===== src/rtl/stbus_dn_dispatcher_pkg.sv =====
// Shared types and constants for the stack-bus downstream dispatcher:
// FSM state encoding, default widths, watchdog limit and mode decode helper.
package stbus_dn_dispatcher_pkg;

  typedef enum logic [1:0] {
    ST_IDLE  = 2'd0,
    ST_UCAST = 2'd1,
    ST_BCAST = 2'd2,
    ST_DROP  = 2'd3
  } disp_state_e;

  localparam int DEF_NUM_PE     = 64;
  localparam int DEF_PE_ID_W    = 6;
  localparam int DEF_DATA_W     = 64;
  localparam int DEF_FIFO_DEPTH = 4;

  localparam int              WDOG_W     = 10;
  localparam logic [WDOG_W-1:0] WDOG_LIMIT = 10'd1023;

  // Dispatch mode of a packet from its first-word routing fields
  function automatic disp_state_e decode_mode(input logic bcast, input logic id_ok);
    disp_state_e mode;
    if (bcast) begin
      mode = ST_BCAST;
    end else if (id_ok) begin
      mode = ST_UCAST;
    end else begin
      mode = ST_DROP;
    end
    return mode;
  endfunction

endpackage


===== src/rtl/stbus_dn_dispatcher_if.sv =====
// Manager-to-PE stack bus: manager word handshake plus shared PE payload
// with per-PE valid/ready.
interface stbus_dn_dispatcher_if #(
  parameter int NUM_PE  = 64,
  parameter int PE_ID_W = 6,
  parameter int DATA_W  = 64
);
  logic                mgr_valid;
  logic                mgr_ready;
  logic [PE_ID_W-1:0]  mgr_pe_id;
  logic                mgr_bcast;
  logic [DATA_W-1:0]   mgr_data;
  logic                mgr_last;
  logic [NUM_PE-1:0]   pe_valid;
  logic [NUM_PE-1:0]   pe_ready;
  logic [DATA_W-1:0]   pe_data;
  logic                pe_last;

  modport master (
    output mgr_valid, mgr_pe_id, mgr_bcast, mgr_data, mgr_last, pe_ready,
    input  mgr_ready, pe_valid, pe_data, pe_last
  );

  modport slave (
    input  mgr_valid, mgr_pe_id, mgr_bcast, mgr_data, mgr_last, pe_ready,
    output mgr_ready, pe_valid, pe_data, pe_last
  );
endinterface


===== src/rtl/stbus_dn_dispatcher_fifo.sv =====
// stbus_dn_fifo: power-of-two circular buffer with full/empty/count;
// storage and pointers clear on reset so the head reads zero afterwards.
module stbus_dn_fifo #(
  parameter int WIDTH = 8,
  parameter int DEPTH = 4
) (
  input  logic                       clk,
  input  logic                       reset_poweron,
  input  logic                       srst,
  input  logic                       push,
  input  logic [WIDTH-1:0]           wdata,
  input  logic                       pop,
  output logic [WIDTH-1:0]           rdata,
  output logic                       full,
  output logic                       empty,
  output logic [$clog2(DEPTH):0]     count
);
  localparam int PTR_W = $clog2(DEPTH);
  localparam int CNT_W = PTR_W + 1;

  logic [WIDTH-1:0] mem_r [DEPTH];
  logic [PTR_W-1:0] wr_ptr_r;
  logic [PTR_W-1:0] rd_ptr_r;
  logic [CNT_W-1:0] count_r;
  logic             do_push_s;
  logic             do_pop_s;

  assign full      = (count_r == CNT_W'(DEPTH));
  assign empty     = (count_r == '0);
  assign count     = count_r;
  assign rdata     = mem_r[rd_ptr_r];
  assign do_push_s = push && !full;
  assign do_pop_s  = pop && !empty;

  // Storage, wrapping pointers and occupancy
  always_ff @(posedge clk or negedge reset_poweron) begin
    if (!reset_poweron) begin
      for (int i = 0; i < DEPTH; i++) mem_r[i] <= '0;
      wr_ptr_r <= '0;
      rd_ptr_r <= '0;
      count_r  <= '0;
    end else if (srst) begin
      for (int i = 0; i < DEPTH; i++) mem_r[i] <= '0;
      wr_ptr_r <= '0;
      rd_ptr_r <= '0;
      count_r  <= '0;
    end else begin
      if (do_push_s) begin
        mem_r[wr_ptr_r] <= wdata;
        wr_ptr_r        <= wr_ptr_r + 1'b1;
      end
      if (do_pop_s) begin
        rd_ptr_r <= rd_ptr_r + 1'b1;
      end
      case ({do_push_s, do_pop_s})
        2'b10:   count_r <= count_r + 1'b1;
        2'b01:   count_r <= count_r - 1'b1;
        default: count_r <= count_r;
      endcase
    end
  end
endmodule


===== src/rtl/stbus_dn_dispatcher.sv =====
// Stack-bus downstream dispatcher: buffers manager words and delivers them to
// one PE, all PEs, or drops them. Watchdog built when STBUS_DN_DISPATCH_TIMEOUT_EN is defined.
module stbus_dn_dispatcher
  import stbus_dn_dispatcher_pkg::*;
#(
  parameter int NUM_PE     = DEF_NUM_PE,
  parameter int PE_ID_W    = DEF_PE_ID_W,
  parameter int DATA_W     = DEF_DATA_W,
  parameter int FIFO_DEPTH = DEF_FIFO_DEPTH
) (
  input  logic                  clk,
  input  logic                  reset_poweron,
  input  logic                  srst,
  stbus_dn_dispatcher_if.slave  bus,
  output logic                  busy,
  output logic                  err_bad_id,
  output logic                  err_timeout
);
  localparam int ENT_W = 1 + PE_ID_W + DATA_W + 1;
  localparam int CNT_W = $clog2(FIFO_DEPTH) + 1;
  localparam logic [PE_ID_W:0] NUM_PE_L = (PE_ID_W + 1)'(NUM_PE);

  disp_state_e        state_r;
  disp_state_e        mode_s;
  logic               ready_en_r;
  logic               in_pkt_r;
  logic               pkt_bcast_r;
  logic [PE_ID_W-1:0] pkt_id_r;
  logic               err_bad_id_r;
  logic [NUM_PE-1:0]  taken_r;

  logic               push_s;
  logic               pop_s;
  logic               full_s;
  logic               empty_s;
  logic [CNT_W-1:0]   count_s;
  logic [ENT_W-1:0]   wdata_s;
  logic [ENT_W-1:0]   head_s;
  logic               head_bcast_s;
  logic [PE_ID_W-1:0] head_id_s;
  logic [DATA_W-1:0]  head_data_s;
  logic               head_last_s;
  logic               head_id_ok_s;
  logic [NUM_PE-1:0]  target_s;
  logic [NUM_PE-1:0]  valid_s;
  logic [NUM_PE-1:0]  accept_s;

  assign bus.mgr_ready = ready_en_r && !full_s;
  assign push_s        = bus.mgr_valid && bus.mgr_ready;
  // Continuation words inherit the routing captured from the packet's first word
  assign wdata_s = in_pkt_r ? {pkt_bcast_r, pkt_id_r, bus.mgr_data, bus.mgr_last}
                            : {bus.mgr_bcast, bus.mgr_pe_id, bus.mgr_data, bus.mgr_last};

  stbus_dn_fifo #(.WIDTH(ENT_W), .DEPTH(FIFO_DEPTH)) u_fifo (
    .clk           (clk),
    .reset_poweron (reset_poweron),
    .srst          (srst),
    .push          (push_s),
    .wdata         (wdata_s),
    .pop           (pop_s),
    .rdata         (head_s),
    .full          (full_s),
    .empty         (empty_s),
    .count         (count_s)
  );

  assign {head_bcast_s, head_id_s, head_data_s, head_last_s} = head_s;
  assign head_id_ok_s = ({1'b0, head_id_s} < NUM_PE_L);

  // One-hot decode of the head word's destination
  always_comb begin
    target_s = '0;
    for (int i = 0; i < NUM_PE; i++) begin
      if (head_id_s == PE_ID_W'(i)) target_s[i] = 1'b1;
      else                          target_s[i] = 1'b0;
    end
  end

  // IDLE decodes a fresh head in the same cycle so a new word is offered without a bubble
  always_comb begin
    mode_s = state_r;
    if (state_r == ST_IDLE) begin
      if (empty_s) mode_s = ST_IDLE;
      else         mode_s = decode_mode(head_bcast_s, head_id_ok_s);
    end else begin
      mode_s = state_r;
    end
  end

  // Per-mode PE valids and head pop condition
  always_comb begin
    valid_s = '0;
    pop_s   = 1'b0;
    if (empty_s) begin
      valid_s = '0;
      pop_s   = 1'b0;
    end else begin
      case (mode_s)
        ST_UCAST: begin
          valid_s = target_s;
          pop_s   = |(target_s & bus.pe_ready);
        end
        ST_BCAST: begin
          valid_s = ~taken_r;
          pop_s   = &(taken_r | bus.pe_ready);
        end
        ST_DROP: begin
          valid_s = '0;
          pop_s   = 1'b1;
        end
        default: begin
          valid_s = '0;
          pop_s   = 1'b0;
        end
      endcase
    end
  end

  assign accept_s     = valid_s & bus.pe_ready;
  assign bus.pe_valid = valid_s;
  assign bus.pe_data  = head_data_s;
  assign bus.pe_last  = head_last_s;
  assign busy         = (count_s != '0) || (state_r != ST_IDLE);
  assign err_bad_id   = err_bad_id_r;

  // Dispatch FSM, broadcast taken-mask, packet routing latch and error flag
  always_ff @(posedge clk or negedge reset_poweron) begin
    if (!reset_poweron) begin
      state_r      <= ST_IDLE;
      ready_en_r   <= 1'b0;
      in_pkt_r     <= 1'b0;
      pkt_bcast_r  <= 1'b0;
      pkt_id_r     <= '0;
      err_bad_id_r <= 1'b0;
      taken_r      <= '0;
    end else if (srst) begin
      state_r      <= ST_IDLE;
      ready_en_r   <= 1'b0;
      in_pkt_r     <= 1'b0;
      pkt_bcast_r  <= 1'b0;
      pkt_id_r     <= '0;
      err_bad_id_r <= 1'b0;
      taken_r      <= '0;
    end else begin
      ready_en_r <= 1'b1;
      taken_r    <= pop_s ? '0 : (taken_r | accept_s);
      case (mode_s)
        ST_IDLE: state_r <= ST_IDLE;
        default: state_r <= (pop_s && head_last_s) ? ST_IDLE : mode_s;
      endcase
      if ((state_r == ST_IDLE) && (mode_s == ST_DROP)) err_bad_id_r <= 1'b1;
      if (push_s) begin
        in_pkt_r <= !bus.mgr_last;
        if (!in_pkt_r) begin
          pkt_bcast_r <= bus.mgr_bcast;
          pkt_id_r    <= bus.mgr_pe_id;
        end
      end
    end
  end

`ifdef STBUS_DN_DISPATCH_TIMEOUT_EN
  logic [WDOG_W-1:0] wdog_r;
  logic              err_timeout_r;

  // Stall watchdog: counts offered-but-not-popped cycles, flag is sticky
  always_ff @(posedge clk or negedge reset_poweron) begin
    if (!reset_poweron) begin
      wdog_r        <= '0;
      err_timeout_r <= 1'b0;
    end else if (srst) begin
      wdog_r        <= '0;
      err_timeout_r <= 1'b0;
    end else if (pop_s) begin
      wdog_r <= '0;
    end else if ((|valid_s) && (wdog_r != WDOG_LIMIT)) begin
      wdog_r <= wdog_r + 1'b1;
      if (wdog_r == (WDOG_LIMIT - 10'd1)) err_timeout_r <= 1'b1;
    end
  end

  assign err_timeout = err_timeout_r;
`else
  assign err_timeout = 1'b0;
`endif

endmodule


===== src/flat_wrapper.sv =====
// flat-port wrapper written by rule: the top's interface ports become plain ports
module stbus_dn_dispatcher_flat import stbus_dn_dispatcher_pkg::*;
#(
  parameter int NUM_PE     = DEF_NUM_PE,
  parameter int PE_ID_W    = DEF_PE_ID_W,
  parameter int DATA_W     = DEF_DATA_W,
  parameter int FIFO_DEPTH = DEF_FIFO_DEPTH
)
  (clk, reset_poweron, srst, busy, err_bad_id, err_timeout, bus_mgr_valid, bus_mgr_pe_id, bus_mgr_bcast, bus_mgr_data, bus_mgr_last, bus_pe_ready, bus_mgr_ready, bus_pe_valid, bus_pe_data, bus_pe_last);
  stbus_dn_dispatcher_if #(.NUM_PE(NUM_PE), .PE_ID_W(PE_ID_W), .DATA_W(DATA_W)) bus_i ();
  input  logic clk;
  input  logic reset_poweron;
  input  logic srst;
  output logic busy;
  output logic err_bad_id;
  output logic err_timeout;
  input wire logic [$bits(bus_i.mgr_valid)-1:0] bus_mgr_valid;
  input wire logic [$bits(bus_i.mgr_pe_id)-1:0] bus_mgr_pe_id;
  input wire logic [$bits(bus_i.mgr_bcast)-1:0] bus_mgr_bcast;
  input wire logic [$bits(bus_i.mgr_data)-1:0] bus_mgr_data;
  input wire logic [$bits(bus_i.mgr_last)-1:0] bus_mgr_last;
  input wire logic [$bits(bus_i.pe_ready)-1:0] bus_pe_ready;
  output wire logic [$bits(bus_i.mgr_ready)-1:0] bus_mgr_ready;
  output wire logic [$bits(bus_i.pe_valid)-1:0] bus_pe_valid;
  output wire logic [$bits(bus_i.pe_data)-1:0] bus_pe_data;
  output wire logic [$bits(bus_i.pe_last)-1:0] bus_pe_last;
  assign bus_i.mgr_valid = bus_mgr_valid;
  assign bus_i.mgr_pe_id = bus_mgr_pe_id;
  assign bus_i.mgr_bcast = bus_mgr_bcast;
  assign bus_i.mgr_data = bus_mgr_data;
  assign bus_i.mgr_last = bus_mgr_last;
  assign bus_i.pe_ready = bus_pe_ready;
  assign bus_mgr_ready = bus_i.mgr_ready;
  assign bus_pe_valid = bus_i.pe_valid;
  assign bus_pe_data = bus_i.pe_data;
  assign bus_pe_last = bus_i.pe_last;
  stbus_dn_dispatcher #(.NUM_PE(NUM_PE), .PE_ID_W(PE_ID_W), .DATA_W(DATA_W), .FIFO_DEPTH(FIFO_DEPTH)) u_core (.clk(clk), .reset_poweron(reset_poweron), .srst(srst), .bus(bus_i), .busy(busy), .err_bad_id(err_bad_id), .err_timeout(err_timeout));
endmodule

===== config.mk =====
export PLATFORM = sky130hd
export DESIGN_NAME = stbus_dn_dispatcher_flat
export DESIGN_NICKNAME = d
export VERILOG_FILES = /design/src/rtl/stbus_dn_dispatcher_pkg.sv /design/src/rtl/stbus_dn_dispatcher_if.sv /design/src/rtl/stbus_dn_dispatcher_fifo.sv /design/src/rtl/stbus_dn_dispatcher.sv /design/src/flat_wrapper.sv
export SDC_FILE = /design/constraint.sdc
export NUM_CORES = 1
export LEC_CHECK = 0
export BUFFER_PORTS_ARGS = -buffer_cell sky130_fd_sc_hd__buf_2
export CORE_AREA = 2 2 175 177
export CTS_BUF_LIST = sky130_fd_sc_hd__clkbuf_16
export CTS_CLUSTER_DIAMETER = 200
export DETAILED_ROUTE_END_ITERATION = 12
export DIE_AREA = 0 0 177 179
export GPL_TIMING_DRIVEN = 0
export PLACE_DENSITY = 0.88
export SLEW_MARGIN = 20
export SYNTH_ARGS = -nofsm -noshare
export SYNTH_HDL_FRONTEND = slang
export SYNTH_SLANG_ARGS = --single-unit

===== constraint.sdc =====
create_clock -name clk -period 7.76 [get_ports clk]
set_input_delay 0 -clock clk [delete_from_list [all_inputs] [get_ports clk]]
set_output_delay 0 -clock clk [all_outputs]
set_load 0.005 [all_outputs]

After elaboration in Yosys (flattened, before gate mapping)
Cells that the tools add are included.
{"block": "totals", "register_bits": 371, "in_bits": 140, "out_inout_bits": 133, "word_cells": 225}
{"block": "op_classes", "addsub": 4, "order_cmp": 3, "eq_ne": 70, "mux": 102, "bitwise_logic": 7, "reduce_logical": 25}
{"operator": "$mux W288", "count": 2}
{"operator": "$bwmux W288", "count": 1}
{"operator": "$mux W72", "count": 4}
{"operator": "$eq A6 B6 Y1 const B", "count": 32}
{"operator": "$mux W64", "count": 3}
{"operator": "$bmux W72 S2", "count": 1}
{"operator": "$demux W72 S2", "count": 1}
{"operator": "$and A64 B64 Y64", "count": 2}
{"operator": "$or A64 B64 Y64", "count": 2}
{"operator": "$pmux W64 S2", "count": 1}
{"operator": "$eq A6 B5 Y1 const B", "count": 16}
{"operator": "$mux W1", "count": 73}
{"operator": "$not A64 Y64", "count": 1}
{"operator": "$reduce_and A64 Y1", "count": 1}
{"operator": "$reduce_or A64 Y1", "count": 1}
{"operator": "$eq A6 B4 Y1 const B", "count": 8}
{"operator": "$eq A6 B3 Y1 const B", "count": 4}
{"operator": "$mux W2", "count": 10}
{"operator": "$mux W6", "count": 3}
{"operator": "$eq A6 B2 Y1 const B", "count": 2}
{"operator": "$reduce_bool A2 Y1", "count": 5}
{"operator": "$logic_and A1 B1 Y1", "count": 7}
{"operator": "$eq A2 B2 Y1 const B", "count": 3}
{"operator": "$eq A6 B1 Y1 const B", "count": 1}
{"operator": "other kinds (19)", "count": 27}

Depth between registers and ports, before layout
Gate-level depths: netlist of run 1.
{"block": "depth", "word_depth": 14, "mapped_depth": 19, "ltp_nobuf": 17}

Hierarchy
Synthesis of run 1 repeated with hierarchy kept, for this count alone.
{"block": "unflattened", "cells_unflattened": 2065, "area_unflattened_um2": 19238.5}
{"mod": "stbus_dn_fifo", "n_inst": 1, "cells_each": 1400, "area_each_um2": 13723.2, "seq_area_each_um2": 7382.1}
{"mod": "stbus_dn_dispatcher", "n_inst": 1, "cells_each": 665, "area_each_um2": 5515.3, "seq_area_each_um2": 1901.8}

Least setup slack after synthesis of run 1
Ideal clock, no wire load.
{"block": "synth_timing", "path_kind": "flip-flop to flip-flop", "start": "reg u_core.u_fifo.rd_ptr_r[0]", "end": "reg u_core.u_fifo.count_r[1], in the netlist u_core.u_fifo.count[1]", "setup_time_ps": 116, "arrival_time_ps": 4003, "t_required_ps": 7644, "slack_ps": 3641, "stages_incl_launch_ff": 20, "period_less_slack_ps": 4119, "path_cell_list": "dfrtp_1 -> buf_6 -> clkbuf_1 -> mux4_2 -> a21oi_1 -> inv_1 -> ha_1 -> o21ai_0 -> nor3_1 -> and4_1 -> a41o_1 -> nand4bb_1 -> nor4_2 -> a31oi_2 -> buf_2 -> nand2_1 -> fa_1 -> nor3_1 -> mux2i_1 -> o311ai_0"}
{"block": "synth_between", "elab_chain_cells": 14}
{"element": "start: declaration", "line": "stbus_dn_dispatcher_fifo.sv:23", "rtl": "logic [PTR_W-1:0] rd_ptr_r;"}
{"element": "start signal: assignment", "line": "stbus_dn_dispatcher_fifo.sv:53", "rtl": "rd_ptr_r <= rd_ptr_r + 1'b1;"}
{"element": "$not A2 Y3 (implied by the code) (*)", "line": "stbus_dn_dispatcher_fifo.sv:31", "rtl": "assign rdata = mem_r[rd_ptr_r];"}
{"element": "$bmux W72 S2 (*)", "line": "stbus_dn_dispatcher_fifo.sv:31"}
{"element": "$mux W72 (implied by the code) (*) (2 in series)", "line": "stbus_dn_dispatcher_fifo.sv:31"}
{"element": "$eq A6 B1 Y1, or another cell as far along", "line": "stbus_dn_dispatcher.sv:74", "rtl": "if (head_id_s == PE_ID_W'(i)) target_s[i] = 1'b1;"}
{"element": "$mux W1 / $mux W2 (equally long branches)", "line": "stbus_dn_dispatcher.sv:74, stbus_dn_dispatcher.sv:83"}
{"element": "$and A64 B64 Y64 / $mux W2 (equally long branches)", "line": "stbus_dn_dispatcher.sv:101, stbus_dn_dispatcher.sv:82"}
{"element": "$reduce_or A64 Y1, or another cell as far along", "line": "stbus_dn_dispatcher.sv:101", "rtl": "pop_s = |(target_s & bus.pe_ready);"}
{"element": "$pmux W1 S3 (*)", "line": "stbus_dn_dispatcher.sv:98", "rtl": "case (mode_s)"}
{"element": "$mux W1 (*)", "line": "stbus_dn_dispatcher.sv:94", "rtl": "if (empty_s) begin"}
{"element": "$logic_and A1 B1 Y1 (*)", "line": "stbus_dn_dispatcher_fifo.sv:33", "rtl": "assign do_pop_s = pop && !empty;"}
{"element": "$eq A2 B1 Y1 / $eq A2 B2 Y1 (equally long branches)", "line": "stbus_dn_dispatcher_fifo.sv:55", "rtl": "case ({do_push_s, do_pop_s})"}
{"element": "$pmux W3 S2", "line": "stbus_dn_dispatcher_fifo.sv:55"}
{"element": "$mux W3", "line": "stbus_dn_dispatcher_fifo.sv:42", "rtl": "end else if (srst) begin"}
{"element": "end signal: assignment", "line": "stbus_dn_dispatcher_fifo.sv:56", "rtl": "2'b10: count_r <= count_r + 1'b1;"}
{"element": "end signal: assignment", "line": "stbus_dn_dispatcher_fifo.sv:57", "rtl": "2'b01: count_r <= count_r - 1'b1;"}
{"element": "end signal: assignment", "line": "stbus_dn_dispatcher_fifo.sv:58", "rtl": "default: count_r <= count_r;"}
{"element": "end: declaration", "line": "stbus_dn_dispatcher_fifo.sv:24", "rtl": "logic [CNT_W-1:0] count_r;"}
Mark *: on every way between the ends. The rest lies on a longest branch, timed or not. The select of a mux whose other input is x is not followed.
A chain may end at the register's enable or synchronous reset.

Final worst setup path of run 1
Same ends and word-level chain as after synthesis.

==> impl_metrics.csv, run 1 <==
group,metric,value,unit
run_status,outcome,"finished clean",
floorplan,die_area,0.03168,mm²
clock_tree,worstSkewPairLatency,0.56,ns
logic_synthesis,synth_warnings,0,
logic_synthesis,synthMuxAreaShare,0.1088,
routing,drt_iter0_drc,1944,
critical_path,required,8.18,ns
sta,max_slew_margin,0.2047,
logic_synthesis,synth-compound-area-share,0.2066,
sta,fmax,0.1841,GHz
min_path,hold_path_class,"input port to async pin",
routing,avgViaCountPerCell,6.890,
logic_synthesis,synth_xor_area_frac,0.002227,
global_routing,gr-total-overflow,0,
floorplan,die-height,179,µm
logic_synthesis,synth_seq_cells,371,
critical_path,arrival,5.85,ns
critical_path,critPathLaunchType,"register",
power_and_ir_drop,peakVddDrop,0.2240,mV
logic_synthesis,synth_top_area_frac,0.5163,
routing,detail-route-antenna-nets,0,
finish,area_delta_synth_final,26.96,%
routing,wirelength,64.73,mm
place,port_buffers,270,
finish,fin_cells,2393,
logic_synthesis,syn-cell-area,0.01798,mm²
power_and_ir_drop,power.density,201.6,mW/mm²
global_routing,antenna_found_initial,2,
global_routing,grt_use_total,0.4086,
clock_tree,cts_tree,"built",
place,place_hpwl,40.64,mm
logic_synthesis,synth_top_family_by_area,"compound AO/OA/AOI/OAI gates",
flow_run,cap_violations,0,
sta,timing.final.crit_share,0.7001,
floorplan,die_w,177,µm
routing,vias,16490,
logic_synthesis,synth_edf_count,0,
finish,fin_nets,2111,
routing,wl_per_cell,27.05,µm
clock_tree,path_clk_slew,0.07,ns
logic_synthesis,syn_nets,1655,
critical_path,worstSetupPathType,"register to register",
clock_tree,numCtsBuffers,40,
logic_synthesis,synth_top_area_cell,"dfrtp_1",
logic_synthesis,synth_cell_types,69,
sta,drv_slew,0,
floorplan,start_util,0.5988,
sta,worst_pin_slew,1.193,ns
critical_path,critPathCaptureType,"register",
global_routing,grt_max_degree,95,
floorplan,core_region_area,0.03003,mm²
routing,dr.pass1.iters,6,
sta,fin_skew,0.02825,ns
critical_path,crit_fanout,10,
clock_tree,htreeDepth,2,
sta,setup_viol_count_final,0,
logic_synthesis,yosysMostFrequentCell,"dfrtp_1",
clock_tree,ctsRootBufferMaster,"clkbuf_16",
place,dp_cells,2176,
logic_synthesis,ys.flop_type,"dfrtp_1",
logic_synthesis,syn_avg_cell_area,11.94,µm²
place,gp_congestion,1.006,
routing,drc,0,
finish,drive_gt1_frac,0.2538,
global_routing,grt_first_pass_wirelength,97.79,mm
floorplan,rows,64,
sta,hold_viol,0,
logic_synthesis,synthTopCellsByCount,"dfrtp_1, a22o_1, a21oi_1, nor2_1, clkbuf_1",
power_and_ir_drop,p_leak,10.44,nW
logic_synthesis,ys_top_cells_by_area,"dfrtp_1, a22o_1, mux4_2",
sta,fin_tns_setup,0,ns
sta,finalWorstPathRequiredPeriod,5.433,ns
global_routing,grt_pass1_vias,16860,
clock_tree,cts.sinks,371,
logic_synthesis,synthAdderAreaFrac,0.006680,
floorplan,ioPinCount,273,
logic_synthesis,synth-async-reset-ratio,1.000,
sta,rsz0062_at_grt,"false",
logic_synthesis,syn_inst,1506,
clock_tree,cts_buffer_depth,3,
clock_tree,cts_resized,0,
logic_synthesis,ys_seq_area_frac,0.5163,
logic_synthesis,synthSimpleGateAreaFrac,0.1203,
==> state kept, by name, summed over array words and instances, names as in the netlist, 2 cells and up <==
register                count
u_core.u_fifo.wr_ptr_r      2
u_core.u_fifo.count         3
u_core.u_fifo.mem_r       288
u_core.u_fifo.rd_ptr_r      2
u_core.state_r              2
u_core.pkt_id_r             6
u_core.taken_r             64
==> critical path, cell delays in order, from the launching register on <==
cell	delay [ns]
dfrtp_1	0.34
buf_6	0.17
clkbuf_1	0.69
mux4_2	0.64
a21oi_1	0.35
inv_1	0.13
ha_1	0.28
o21ai_0	0.17
nor3_1	0.11
and4_1	0.22
a41o_1	0.23
nand4bb_1	0.25
nor4_2	0.34
a31oi_2	0.17
buf_2	0.23
nand2_1	0.10
fa_1	0.45
nor3_1	0.21
mux2i_1	0.11
o311ai_0	0.10
==> worst paths after layout <==
| path | from | endpoint | slack (ns) | depth (start not counted) |
|---|---|---|---|---|
| max reg2reg | u_core.u_fifo.rd_ptr_r[0]$_DFFE_PN0P_ | u_core.u_fifo.count[1]$_DFFE_PN0P_ | 2.33 | 19 |
| min | reset_poweron | u_core.u_fifo.mem_r[276]$_DFFE_PN0P_ | 0.02 | 3 |
| max in group asynchronous | reset_poweron | u_core.u_fifo.mem_r[26]$_DFFE_PN0P_ | 6.53 | 5 |
| min reg2reg | u_core.u_fifo.mem_r[68]$_DFFE_PN0P_ | u_core.u_fifo.mem_r[68]$_DFFE_PN0P_ | 0.47 | 2 |
| min in group clk | bus_mgr_pe_id[0] | u_core.pkt_id_r[0]$_DFFE_PN0P_ | 0.25 | 4 |
| max | u_core.u_fifo.rd_ptr_r[0]$_DFFE_PN0P_ | u_core.u_fifo.count[1]$_DFFE_PN0P_ | 2.33 | 19 |
==> layer usage <==
metal	share of wire	track usage	vias up	routed length, µm
li1	-	-	6573	-
met4	0.064	0.2135	0	4144
met1	0.34	0.4971	8033	21910
met5	0	0	-	0
met3	0.12	0.1090	380	7636
met2	0.48	0.6733	1502	31030
==> cells in the final DEF, fill, tap and decap left out, types with 6 or more instances in the layout <==
| cell type | Yosys | layout |
|---|---|---|
| bufinv_16 | 0 | 9 |
| nor2b_1 | 64 | 64 |
| clkbuf_1 | 89 | 89 |
| o21ai_0 | 33 | 33 |
| mux2i_1 | 20 | 20 |
| nor2_4 | 60 | 60 |
| inv_1 | 25 | 32 |
| buf_1 | 13 | 13 |
| ha_1 | 8 | 8 |
| dlygate4sd3_1 | 0 | 139 |
| a22o_1 | 261 | 261 |
| nand3_1 | 11 | 11 |
| mux2_2 | 8 | 8 |
| and3_1 | 6 | 6 |
| mux4_2 | 73 | 73 |
| a31oi_1 | 6 | 6 |
| clkinv_1 | 0 | 6 |
| buf_2 | 7 | 276 |
| clkbuf_16 | 0 | 40 |
| dfrtp_1 | 371 | 371 |
| o22ai_1 | 30 | 30 |
| nor3_1 | 8 | 8 |
| a21oi_1 | 143 | 142 |
| nand2_1 | 70 | 70 |
| clkinv_2 | 0 | 6 |
| nor2_1 | 103 | 103 |
==> report_power, final <==
group	leakage, nW	internal (W)	switching, W	total (W)
registers	5.15	0.00197	0.0000251	0.00199
clock network	0.724	0.00125	0.000851	0.00211
logic	4.56	0.000192	0.000312	0.000504
total	10.4	0.00342	0.00119	0.00460
==> layout make-up <==
type	instances	area, µm²
Sequential cell	371	9284
Multi-Input combinational cell	988	8003
Fill cell	1768	7201
Timing Repair Buffer	414	2890
Clock buffer	40	1001
Buffer	122	604.3
Tap cell	396	495.5
Clock inverter	34	449.2
Inverter	25	93.84
Antenna cell	3	7.507
==> cell families (layout without fill, tap and decap cells) <==
| logic type | Yosys count | after routing |
|---|---|---|
| compound gates | 510 | 510 |
| xor+xnor | 3 | 3 |
| fa+ha+maj | 9 | 9 |
| buf+inv | 147 | 635 |
| flops | 371 | 371 |
| mux | 103 | 103 |
| other cells | 1 | 4 |
| simple gates | 362 | 362 |
==> through the flow <==
| step | setup slack [ns] | power (W) | hold WS, ns | util | instance area (µm²) |
|---|---|---|---|---|---|
| after floorplan | 3.641 | 0.002221 | -0.2956 | - | 17980 |
| after global placement | -0.1851 | 0.002424 | 0.2513 | 0.6603 | 19830 |
| after detailed placement | 2.612 | 0.002442 | -0.07013 | 0.6643 | 19950 |
| after CTS | 2.474 | 0.004563 | 0.02862 | 0.7598 | 22820 |
| after global routing | 1.993 | 0.004707 | 0.04865 | 0.7601 | 22830 |
| final | 2.327 | 0.004603 | 0.01625 | 0.7602 | 22830 |
==> what timing repair did <==
action	in CTS	in global routing
buffers inserted	0	0
endpoints found under the hold margin	476	0
hold buffers	140	0
Power figures use the tool's default switching activity.
==> run 2, diff against run 1 <==
CORE_AREA = 2 2 181 183   (was 2 2 175 177)
DIE_AREA = 0 0 183 185   (was 0 0 177 179)
PLACE_DENSITY = 0.83   (was 0.88)
clock period = 5.05 ns   (was 7.76 ns; I/O delays follow)
==> run 2 against run 1 <==
Compared with the run above: global-route usage decreased by 4.5 points; setup slack got worse by 2.1 ns; combinational power increased by 50%; flip-flop and latch count unchanged; via count decreased by 4.4%; clock skew decreased by 0.0033 ns; critical path type unchanged; register-to-register slack got worse by 2.1 ns; sequential share of layout area increased by 0.22 points.
==> impl_metrics.csv, run 2 (synthesis results as in run 1) <==
group,metric,value,unit
run_status,outcome,"finished clean",
critical_path,required,5.47,ns
clock_tree,cts_resized,0,
power_and_ir_drop,peakVddDrop,0.3204,mV
finish,final_cell_mix,"dfrtp_1, buf_2, a22o_1",
min_path,hold_path_class,"input port to async pin",
place,place_hpwl,40.87,mm
floorplan,rows,66,
critical_path,critPathLaunchType,"register",
critical_path,crit_fanout,10,
flow_run,cap_violations,0,
floorplan,die_area,0.03386,mm²
global_routing,grt_use_total,0.3632,
power_and_ir_drop,p_leak,10.36,nW
finish,fin_util,0.7086,
global_routing,grt_first_pass_wirelength,93.51,mm
clock_tree,cts_tree,"built",
place,port_buffers,270,
routing,avgViaCountPerCell,6.559,
sta,fin_skew,0.02499,ns
global_routing,grt_pass1_vias,15960,
sta,rsz0062_at_grt,"false",
sta,drv_slew,0,
critical_path,worstSetupPathType,"register to register",
critical_path,crit_chain,"buf_2, buf_2, mux4_2, a21oi_1, inv_1, ha_1, o21ai_0, nor3_1, and4_1, a41o_1, nand4bb_1, nor4_2, a31oi_2, buf_2, nand2_1, fa_1, nor3_1, mux2i_1, o311ai_0",
clock_tree,numCtsBuffers,40,
place,gp_congestion,0.9812,
routing,drt_iter0_drc,1466,
floorplan,ioPinCount,273,
floorplan,start_util,0.5612,
sta,finalWorstPathRequiredPeriod,4.785,ns
clock_tree,path_clk_slew,0.06,ns
clock_tree,cts.sinks,371,
finish,area_delta_synth_final,26.27,%
routing,wirelength,61.70,mm
routing,wl_per_cell,25.67,µm
finish,largest_registers,"u_core.u_fifo.mem_r x288, u_core.taken_r x64, u_core.pkt_id_r x6",
routing,dr.pass1.iters,5,
critical_path,critPathCaptureType,"register",
finish,drive_gt1_frac,0.2536,
critical_path,arrival,5.21,ns
sta,fmax,0.2090,GHz
clock_tree,htreeDepth,2,
critical_path,cp_slowest_cell,"fa_1",
sta,hold_viol,0,
finish,fin_nets,2110,
critical_path,slowest_delay,0.44,ns
power_and_ir_drop,power.density,298.6,mW/mm²
sta,timing.final.crit_share,0.9476,
finish,fillers,2190,
floorplan,core_region_area,0.03204,mm²
sta,max_slew_margin,0.1928,
global_routing,antenna_found_initial,5,
finish,largest_register_ffs,288,
finish,top_register,"u_core.u_fifo.mem_r",
clock_tree,ctsRootBufferMaster,"clkbuf_16",
global_routing,grt_max_degree,107,
routing,detail-route-antenna-nets,0,
clock_tree,cts_buffer_depth,3,
routing,vias,15770,
floorplan,die_w,183,µm
critical_path,cpMostUsedCell,"buf_2",
place,place_area,0.01997,mm²
sta,worst_pin_slew,1.211,ns
finish,final_cell_area,0.02271,mm²
routing,drc,0,
global_routing,gr-total-overflow,0,
sta,setup_viol_count_final,0,
clock_tree,worstSkewPairLatency,0.56,ns
floorplan,die-height,185,µm
finish,layout_commonest_cell,"dfrtp_1",
[run 2: worst paths after layout]
check | from | end | slack (ns) | cells after the start
worst max-delay path | u_core.u_fifo.rd_ptr_r[1]$_DFFE_PN0P_ | u_core.u_fifo.count[1]$_DFFE_PN0P_ | 0.26 | 19
worst min-delay path | reset_poweron | u_core.u_fifo.mem_r[129]$_DFFE_PN0P_ | 0.05 | 3
worst max register to register | u_core.u_fifo.rd_ptr_r[1]$_DFFE_PN0P_ | u_core.u_fifo.count[1]$_DFFE_PN0P_ | 0.26 | 19
worst min register to register | u_core.u_fifo.mem_r[210]$_DFFE_PN0P_ | u_core.u_fifo.mem_r[210]$_DFFE_PN0P_ | 0.49 | 2
max in group asynchronous | reset_poweron | u_core.u_fifo.mem_r[171]$_DFFE_PN0P_ | 3.76 | 5
min in group clk | bus_mgr_data[34] | u_core.u_fifo.mem_r[251]$_DFFE_PN0P_ | 0.24 | 3
[run 2: final cells by class]
| class | instances | area [µm²] | area share |
|---|---|---|---|
| antenna | 5 | 12.51 | 0.0005511 |
| buffer | 121 | 600.6 | 0.02645 |
| clock buffer | 40 | 1001 | 0.04408 |
| clock inverter | 32 | 305.3 | 0.01345 |
| inverter | 25 | 93.84 | 0.004133 |
| multi-input combinational | 988 | 8008 | 0.3527 |
| sequential | 371 | 9284 | 0.4089 |
| tap | 408 | 510.5 | 0.02248 |
| timing repair buffer | 414 | 2890 | 0.1273 |
[run 2: layer usage]
layer | GRT usage | share of wire | up-vias
li1 | - | - | 6573
met1 | 0.4641 | 0.37 | 7891
met2 | 0.5944 | 0.48 | 1097
met3 | 0.07904 | 0.10 | 206
met4 | 0.1754 | 0.050 | 0
met5 | 0 | 0 | -
[run 2: worst max-delay path, delay by kind of cell (launching register included)]
kind | cells | cell delay (ns)
buffers and inverters | 4 | 0.94
DFF | 1 | 0.32
AOI/OAI and AO/OA | 5 | 0.98
adders and majority gates | 2 | 0.69
and+or+nand+nor | 6 | 1.23
muxes | 2 | 0.49
[run 2: through the flow]
stage | cells | TNS (ns) | worst slack [ns] | hold WS, ns | power [W]
after floorplan | 1506 | 0 | 0.9314 | -0.2956 | 0.003412
after global placement | 2184 | -1105.78 | -3.020 | 0.2518 | 0.003730
after detailed placement | 2188 | -0.2545 | -0.2036 | -0.06978 | 0.003755
after CTS | 2399 | 0 | 0.3170 | 0.05574 | 0.006751
after global routing | 2402 | 0 | 0.01418 | 0.06946 | 0.006965
final | 2404 | 0 | 0.2646 | 0.04869 | 0.006779
[run 2: report_power, final]
group	internal [W]	switching, W
Clock	0.00167	0.00129
Combinational	0.000295	0.000462
Sequential	0.00302	0.0000347
[run 2: timing repair]
action                     4_1_cts  5_1_grt
buffers inserted                 0        0
setup endpoints to repair        2        0
hold buffers                   140        0
hold endpoints to repair       552        0
